## src/rtl/trivius_pkg.sv

```systemverilog
// Shared definitions for the trivius synth MIDI path: baud constants used by
// both the transmitter and the receiver, plus the transmitter state encoding.
package trivius_pkg;

  localparam int MIDI_DIV        = 95;  // 48 MHz / (95+1) = 500 kHz tick
  localparam int MIDI_OVERSAMPLE = 16;  // ticks per bit -> 31250 baud
  localparam int MIDI_FIFO_DEPTH = 4;

  typedef enum logic [1:0] {
    IDLE,
    START,
    DATA,
    STOP
  } midi_tx_state_t;

endpackage

```

## src/rtl/sync_fifo.sv

```systemverilog
// Single-clock FIFO with registered occupancy count and full/empty flags.
// Pushes while full and pops while empty are ignored.
module sync_fifo #(
  parameter  int WIDTH = 8,
  parameter  int DEPTH = 4,
  localparam int AW    = $clog2(DEPTH),
  localparam int CW    = AW + 1
) (
  input  logic             clk,
  input  logic             rst_n,
  input  logic             push,
  input  logic [WIDTH-1:0] push_data,
  input  logic             pop,
  output logic [WIDTH-1:0] head,
  output logic [CW-1:0]    count,
  output logic             full,
  output logic             empty
);

  logic [WIDTH-1:0] mem_q [DEPTH];
  logic [AW-1:0]    wr_ptr_q, wr_ptr_d;
  logic [AW-1:0]    rd_ptr_q, rd_ptr_d;
  logic [CW-1:0]    count_q, count_d;
  logic             full_q, full_d;
  logic             empty_q, empty_d;
  logic             do_push, do_pop;

  // NOTE: every always_comb output gets a default first, so no path can infer a latch.
  always_comb begin
    do_push  = push && !full_q;
    do_pop   = pop && !empty_q;
    wr_ptr_d = wr_ptr_q + AW'(do_push);
    rd_ptr_d = rd_ptr_q + AW'(do_pop);
    count_d  = count_q;
    case ({do_push, do_pop})
      2'b10:   count_d = count_q + CW'(1);
      2'b01:   count_d = count_q - CW'(1);
      default: count_d = count_q;
    endcase
    full_d  = (count_d == CW'(DEPTH));
    empty_d = (count_d == '0);
  end

  // NOTE: sequential state uses non-blocking assignments so all flops update together.
  always_ff @(posedge clk or negedge rst_n) begin
    if (!rst_n) begin
      wr_ptr_q <= '0;
      rd_ptr_q <= '0;
      count_q  <= '0;
      full_q   <= 1'b0;
      empty_q  <= 1'b1;
    end else begin
      wr_ptr_q <= wr_ptr_d;
      rd_ptr_q <= rd_ptr_d;
      count_q  <= count_d;
      full_q   <= full_d;
      empty_q  <= empty_d;
    end
  end

  // NOTE: storage is not reset; clearing the count makes stale entries unreachable.
  always_ff @(posedge clk) begin
    if (do_push) mem_q[wr_ptr_q] <= push_data;
  end

  assign head  = mem_q[rd_ptr_q];
  assign count = count_q;
  assign full  = full_q;
  assign empty = empty_q;

endmodule

```

## src/rtl/midi_tx.sv

```systemverilog
// MIDI 8N1 serial transmitter: valid/ready byte input, small FIFO, and a
// tick-divided bit timer shared in structure with the MIDI receiver.
module midi_tx
  import trivius_pkg::*;
#(
  parameter int DIV        = MIDI_DIV,
  parameter int OVERSAMPLE = MIDI_OVERSAMPLE,
  parameter int FIFO_DEPTH = MIDI_FIFO_DEPTH
) (
  input  logic       i_clk,
  input  logic       i_reset_n,
  input  logic       i_valid,
  input  logic [7:0] i_data,
  output logic       o_ready,
  output logic       o_tx,
  output logic       o_busy
);

  localparam int TICK_W = (DIV > 0) ? $clog2(DIV + 1) : 1;
  localparam int OS_W   = (OVERSAMPLE > 1) ? $clog2(OVERSAMPLE) : 1;
  localparam int CW     = $clog2(FIFO_DEPTH) + 1;

  localparam logic [TICK_W-1:0] TICK_LAST = TICK_W'(DIV);
  localparam logic [OS_W-1:0]   OS_LAST   = OS_W'(OVERSAMPLE - 1);

  midi_tx_state_t    state_q, state_d;
  logic [TICK_W-1:0] tick_q, tick_d;
  logic [OS_W-1:0]   os_q, os_d;
  logic [2:0]        bit_q, bit_d;
  logic [7:0]        shift_q, shift_d;
  logic              tx_q, tx_d;
  logic              busy_q, busy_d;

  logic [7:0]    fifo_head;
  logic [CW-1:0] fifo_count;
  logic          fifo_full, fifo_empty, fifo_pop;
  logic          tick_pulse, bit_end;

  sync_fifo #(
    .WIDTH (8),
    .DEPTH (FIFO_DEPTH)
  ) u_fifo (
    .clk       (i_clk),
    .rst_n     (i_reset_n),
    .push      (i_valid),
    .push_data (i_data),
    .pop       (fifo_pop),
    .head      (fifo_head),
    .count     (fifo_count),
    .full      (fifo_full),
    .empty     (fifo_empty)
  );

  always_comb begin
    state_d  = state_q;
    tick_d   = tick_q;
    os_d     = os_q;
    bit_d    = bit_q;
    shift_d  = shift_q;
    tx_d     = tx_q;
    fifo_pop = 1'b0;

    tick_pulse = (tick_q == TICK_LAST);
    bit_end    = tick_pulse && (os_q == OS_LAST);

    // Bit timing only advances while a frame is on the line.
    if (state_q != IDLE) begin
      tick_d = tick_pulse ? '0 : tick_q + TICK_W'(1);
      if (tick_pulse) os_d = (os_q == OS_LAST) ? '0 : os_q + OS_W'(1);
    end

    case (state_q)
      IDLE: tx_d = 1'b1;
      START: begin
        if (bit_end) begin
          state_d = DATA;
          tx_d    = shift_q[0];
        end
      end
      DATA: begin
        if (bit_end) begin
          bit_d = bit_q + 3'd1;
          if (bit_q == 3'd7) begin
            state_d = STOP;
            tx_d    = 1'b1;
          end else begin
            shift_d = shift_q >> 1;
            tx_d    = shift_q[1];
          end
        end
      end
      STOP: begin
        if (bit_end) begin
          state_d = IDLE;
          tx_d    = 1'b1;
        end
      end
      default: begin
        state_d = IDLE;
        tx_d    = 1'b1;
      end
    endcase

    // Loading the next byte restarts the bit timer, so frames stay exactly
    // ten bit periods long and back-to-back frames have no idle gap.
    if (!fifo_empty && (state_q == IDLE || (state_q == STOP && bit_end))) begin
      fifo_pop = 1'b1;
      shift_d  = fifo_head;
      tick_d   = '0;
      os_d     = '0;
      bit_d    = '0;
      state_d  = START;
      tx_d     = 1'b0;
    end

    busy_d = (state_d != IDLE) || (fifo_count != '0);
  end

  always_ff @(posedge i_clk or negedge i_reset_n) begin
    if (!i_reset_n) begin
      state_q <= IDLE;
      tick_q  <= '0;
      os_q    <= '0;
      bit_q   <= '0;
      shift_q <= '0;
      tx_q    <= 1'b1;
      busy_q  <= 1'b0;
    end else begin
      state_q <= state_d;
      tick_q  <= tick_d;
      os_q    <= os_d;
      bit_q   <= bit_d;
      shift_q <= shift_d;
      tx_q    <= tx_d;
      busy_q  <= busy_d;
    end
  end

  assign o_ready = !fifo_full;
  assign o_tx    = tx_q;
  assign o_busy  = busy_q;

endmodule

```

## config.mk

```make
export PLATFORM = sky130hd
export DESIGN_NAME = midi_tx
export DESIGN_NICKNAME = d
export VERILOG_FILES = /design/src/rtl/trivius_pkg.sv /design/src/rtl/sync_fifo.sv /design/src/rtl/midi_tx.sv
export SDC_FILE = /design/constraint.sdc
export NUM_CORES = 1
export LEC_CHECK = 0
export CORE_UTILIZATION = 40
export CTS_BUF_LIST = sky130_fd_sc_hd__clkbuf_8
export DETAILED_ROUTE_END_ITERATION = 8
export MAX_ROUTING_LAYER = met4
export PLACE_DENSITY = 0.66
export SLEW_MARGIN = 25
export SYNTH_ARGS = -nofsm -noshare
export SYNTH_HDL_FRONTEND = slang
export SYNTH_SLANG_ARGS = --single-unit
export TNS_END_PERCENT = 30
```

## constraint.sdc

```tcl
create_clock -name i_clk -period 3.5 [get_ports i_clk]
set_clock_uncertainty 0.1 [all_clocks]
set_input_delay 0.7 -clock i_clk [delete_from_list [all_inputs] [get_ports i_clk]]
set_output_delay 0.7 -clock i_clk [all_outputs]
set_load 0.05 [all_outputs]
```

==> flow_summary.ini <==
[outcome]
outcome = finished, final reports clean

[routing]
avgViaCountPerCell = 5.26
routed-via-count = 1814
drtIter0Drc = 94
drc = 0
drt-wirelength-per-cell_um = 14.6
finalWirelength_um = 5040
drtPass1Iterations = 4
antenna_left = 0

[placed_design]
place.gp.congestion = 0.782
portBuffers = 13
place_inst = 329
dp_hpwl_um = 3460
place_area_um2 = 3340
dp_slack_ps = 677

[yosys]
postSynthCellCount = 220
yosysUniqueCellTypes = 49
synth.avg_cell_area_um2 = 14.0
ys.warnings.count = 0
seq_area_frac_synth = 0.596
yosys_register_bits = 67
synth_edf_count = 32
ys.flop_type = dfrtp_1
syn_area_um2 = 3090
async_reset_ff_frac = 0.522
syn-num-nets = 244

[setup_path]
worst-path-max-fanout = 7
end_kind = flop
critPathLaunchType = flop
rr_endpoint = u_fifo.full
cp.required_ps = 3660
r2r-start = tick_q[0]
rrSetupSlack_ps = 710
path_class = reg2reg
reg2regPathDepth = 11
cp.arrival_ps = 2950

[final_layout]
layout_commonest_cell = dfrtp_1
final_nets = 265
register_area_um2 = 1840
drive_gt1_frac = 0.142
final_cell_mix = dfrtp_1 (33), edfxtp_1 (32), mux2_1 (14), ha_1 (12), clkdlybuf4s50_1 (12)
nFillCells = 645
multi_input_area_um2 = 1190
design_area_um2 = 3550
layoutNonFillerInstCount = 345
area_delta_synth_final_pct = 14.8
final_core_utilization = 0.481
diodes = 0

[clocking]
path_clk_slew_ps = 70
cts_tree = built
ctsHoldBuffers = 0
cts_buffer_depth = 2
cts_max_level = 3
clkSinkCount = 67
cts_resized = 0
cts_made_buffers = 9
postCtsSetupBuffers = 0
clk_latency_ps = 330
clockRootBuffer = clkbuf_8

[die]
start_util = 0.419
pin_count = 14
core-area_um2 = 7370
die_x_um = 89.9
num_rows = 31
die_h_um = 89.9
fp.dieArea_um2 = 8070

[grt]
grt_max_degree = 36
grt_pass1_vias = 1876
grtUsageMet2 = 0.230
overflow = 0
grt_pass1_wl_um = 8910
grt.total_usage = 0.147
grt_antenna_before_repair = 0
grt-busiest-layer = met2
use_met3 = 0.0347
use_met1 = 0.181

[sta]
slew_headroom = 0.466
max_clock_freq_mhz = 358
min_period_over_period = 0.798
timing.setup.tns_ps = 0
fin_crit_ps = 2790
fin_ws_ps = 709
final_hold_viol_count = 0
rsz0062_at_grt = no
holdWs_ps = 356
final-max-slew-violation-count = 0
finalSetupViolCount = 0
worst_pin_slew_ps = 801

[pwr]
ir_worst_vdd_mv = 0.298
power.total_mw = 1.88
leakage_nw = 1.41
p_per_area_nw_per_um2 = 531

[run]
drv_cap = 0

[hold_path]
hold_class = in2async
[cells by family (layout without fill, tap and decap cells)]
kind of cell,count (synthesis),in the layout,share of synthesized area
buf+inv,15,41,0.0194
fa+ha+maj,13,13,0.0551
mux,24,24,0.116
simple gates,58,58,0.116
xor+xnor,7,7,0.0199
compound gates,36,36,0.0774
flops,67,67,0.596
[sequential cells by signal (all words and copies together), names as in the netlist]
signal / flops
u_fifo.count: 3
tick_q: 7
state_q: 2
u_fifo.full: 1
u_fifo.wr_ptr_q: 2
u_fifo.mem_q: 32
shift_q: 8
os_q: 4
u_fifo.rd_ptr_q: 2
o_busy: 1
bit_q: 3
u_fifo.empty: 1
o_tx: 1
[critical path: stages (launching register included)]
cell and delay (ps):
dfrtp_1 400, ha_1 250, and3_1 300, a41oi_1 170, nor2_1 170, ha_1 200
inv_1 60, fa_1 410, xor2_1 150, nor2_1 120, xor2_1 230, nor2b_1 170
[cells in the mapped netlist, types with 2 or more instances]
cell type  count  area share
nand2_1       10       0.012
nand4_1        2      0.0041
xor2_1         6       0.017
a22o_1         2      0.0057
inv_1          8      0.0097
a31oi_1        2      0.0041
nor3_1         7       0.011
nand2b_1       4      0.0081
and3_1         4      0.0081
edfxtp_1      32        0.31
dfstp_2        2       0.017
mux4_2         8       0.058
o21ai_1        2      0.0032
o211ai_1       2      0.0049
nor2_1        10       0.012
o21ai_0        8       0.013
dfrtp_1       33        0.27
a2111oi_0      2      0.0057
nor2b_1        2      0.0041
a41oi_1        2      0.0057
a211oi_1       3      0.0073
mux2_1        14       0.051
a21oi_1        7       0.011
buf_2          3      0.0049
clkbuf_1       3      0.0036
nand3_1        8       0.013
ha_1          12       0.049
[power breakdown]
group	total [mW]	leakage (nW)	switching, mW	internal [mW]
combinational	0.223	0.582	0.126	0.0968
sequential	0.986	0.719	0.0440	0.942
clock	0.672	0.108	0.279	0.393
total	1.88	1.41	0.449	1.43
[worst max-delay path by stage]
stage | start | endpoint | slack, ps | depth (start not counted)
final | tick_q[0] | u_fifo.full | 710 | 11
after global routing | tick_q[0] | u_fifo.full | 450 | 11
after CTS | tick_q[0] | u_fifo.full | 690 | 11
after detailed placement | tick_q[0] | u_fifo.full | 680 | 11
after global placement | tick_q[0] | u_fifo.full | 840 | 11
after floorplan | tick_q[0] | u_fifo.full | 750 | 13
[area by class of cell]
type                    instances  area share
flip-flops and latches         67       0.519
well taps                      99      0.0349
inverters                       8     0.00847
repair buffers                 17      0.0438
clock inverters                 7      0.0240
clock buffers                   9      0.0349
multi-input cells             138       0.335
[per-layer routing]
metal  share of wire  routed length, um
met2            0.47               2390
met1            0.47               2380
met5               0                  0
met3           0.034                173
met4           0.019                 96
No activity file was read; power rests on OpenSTA's default activity.
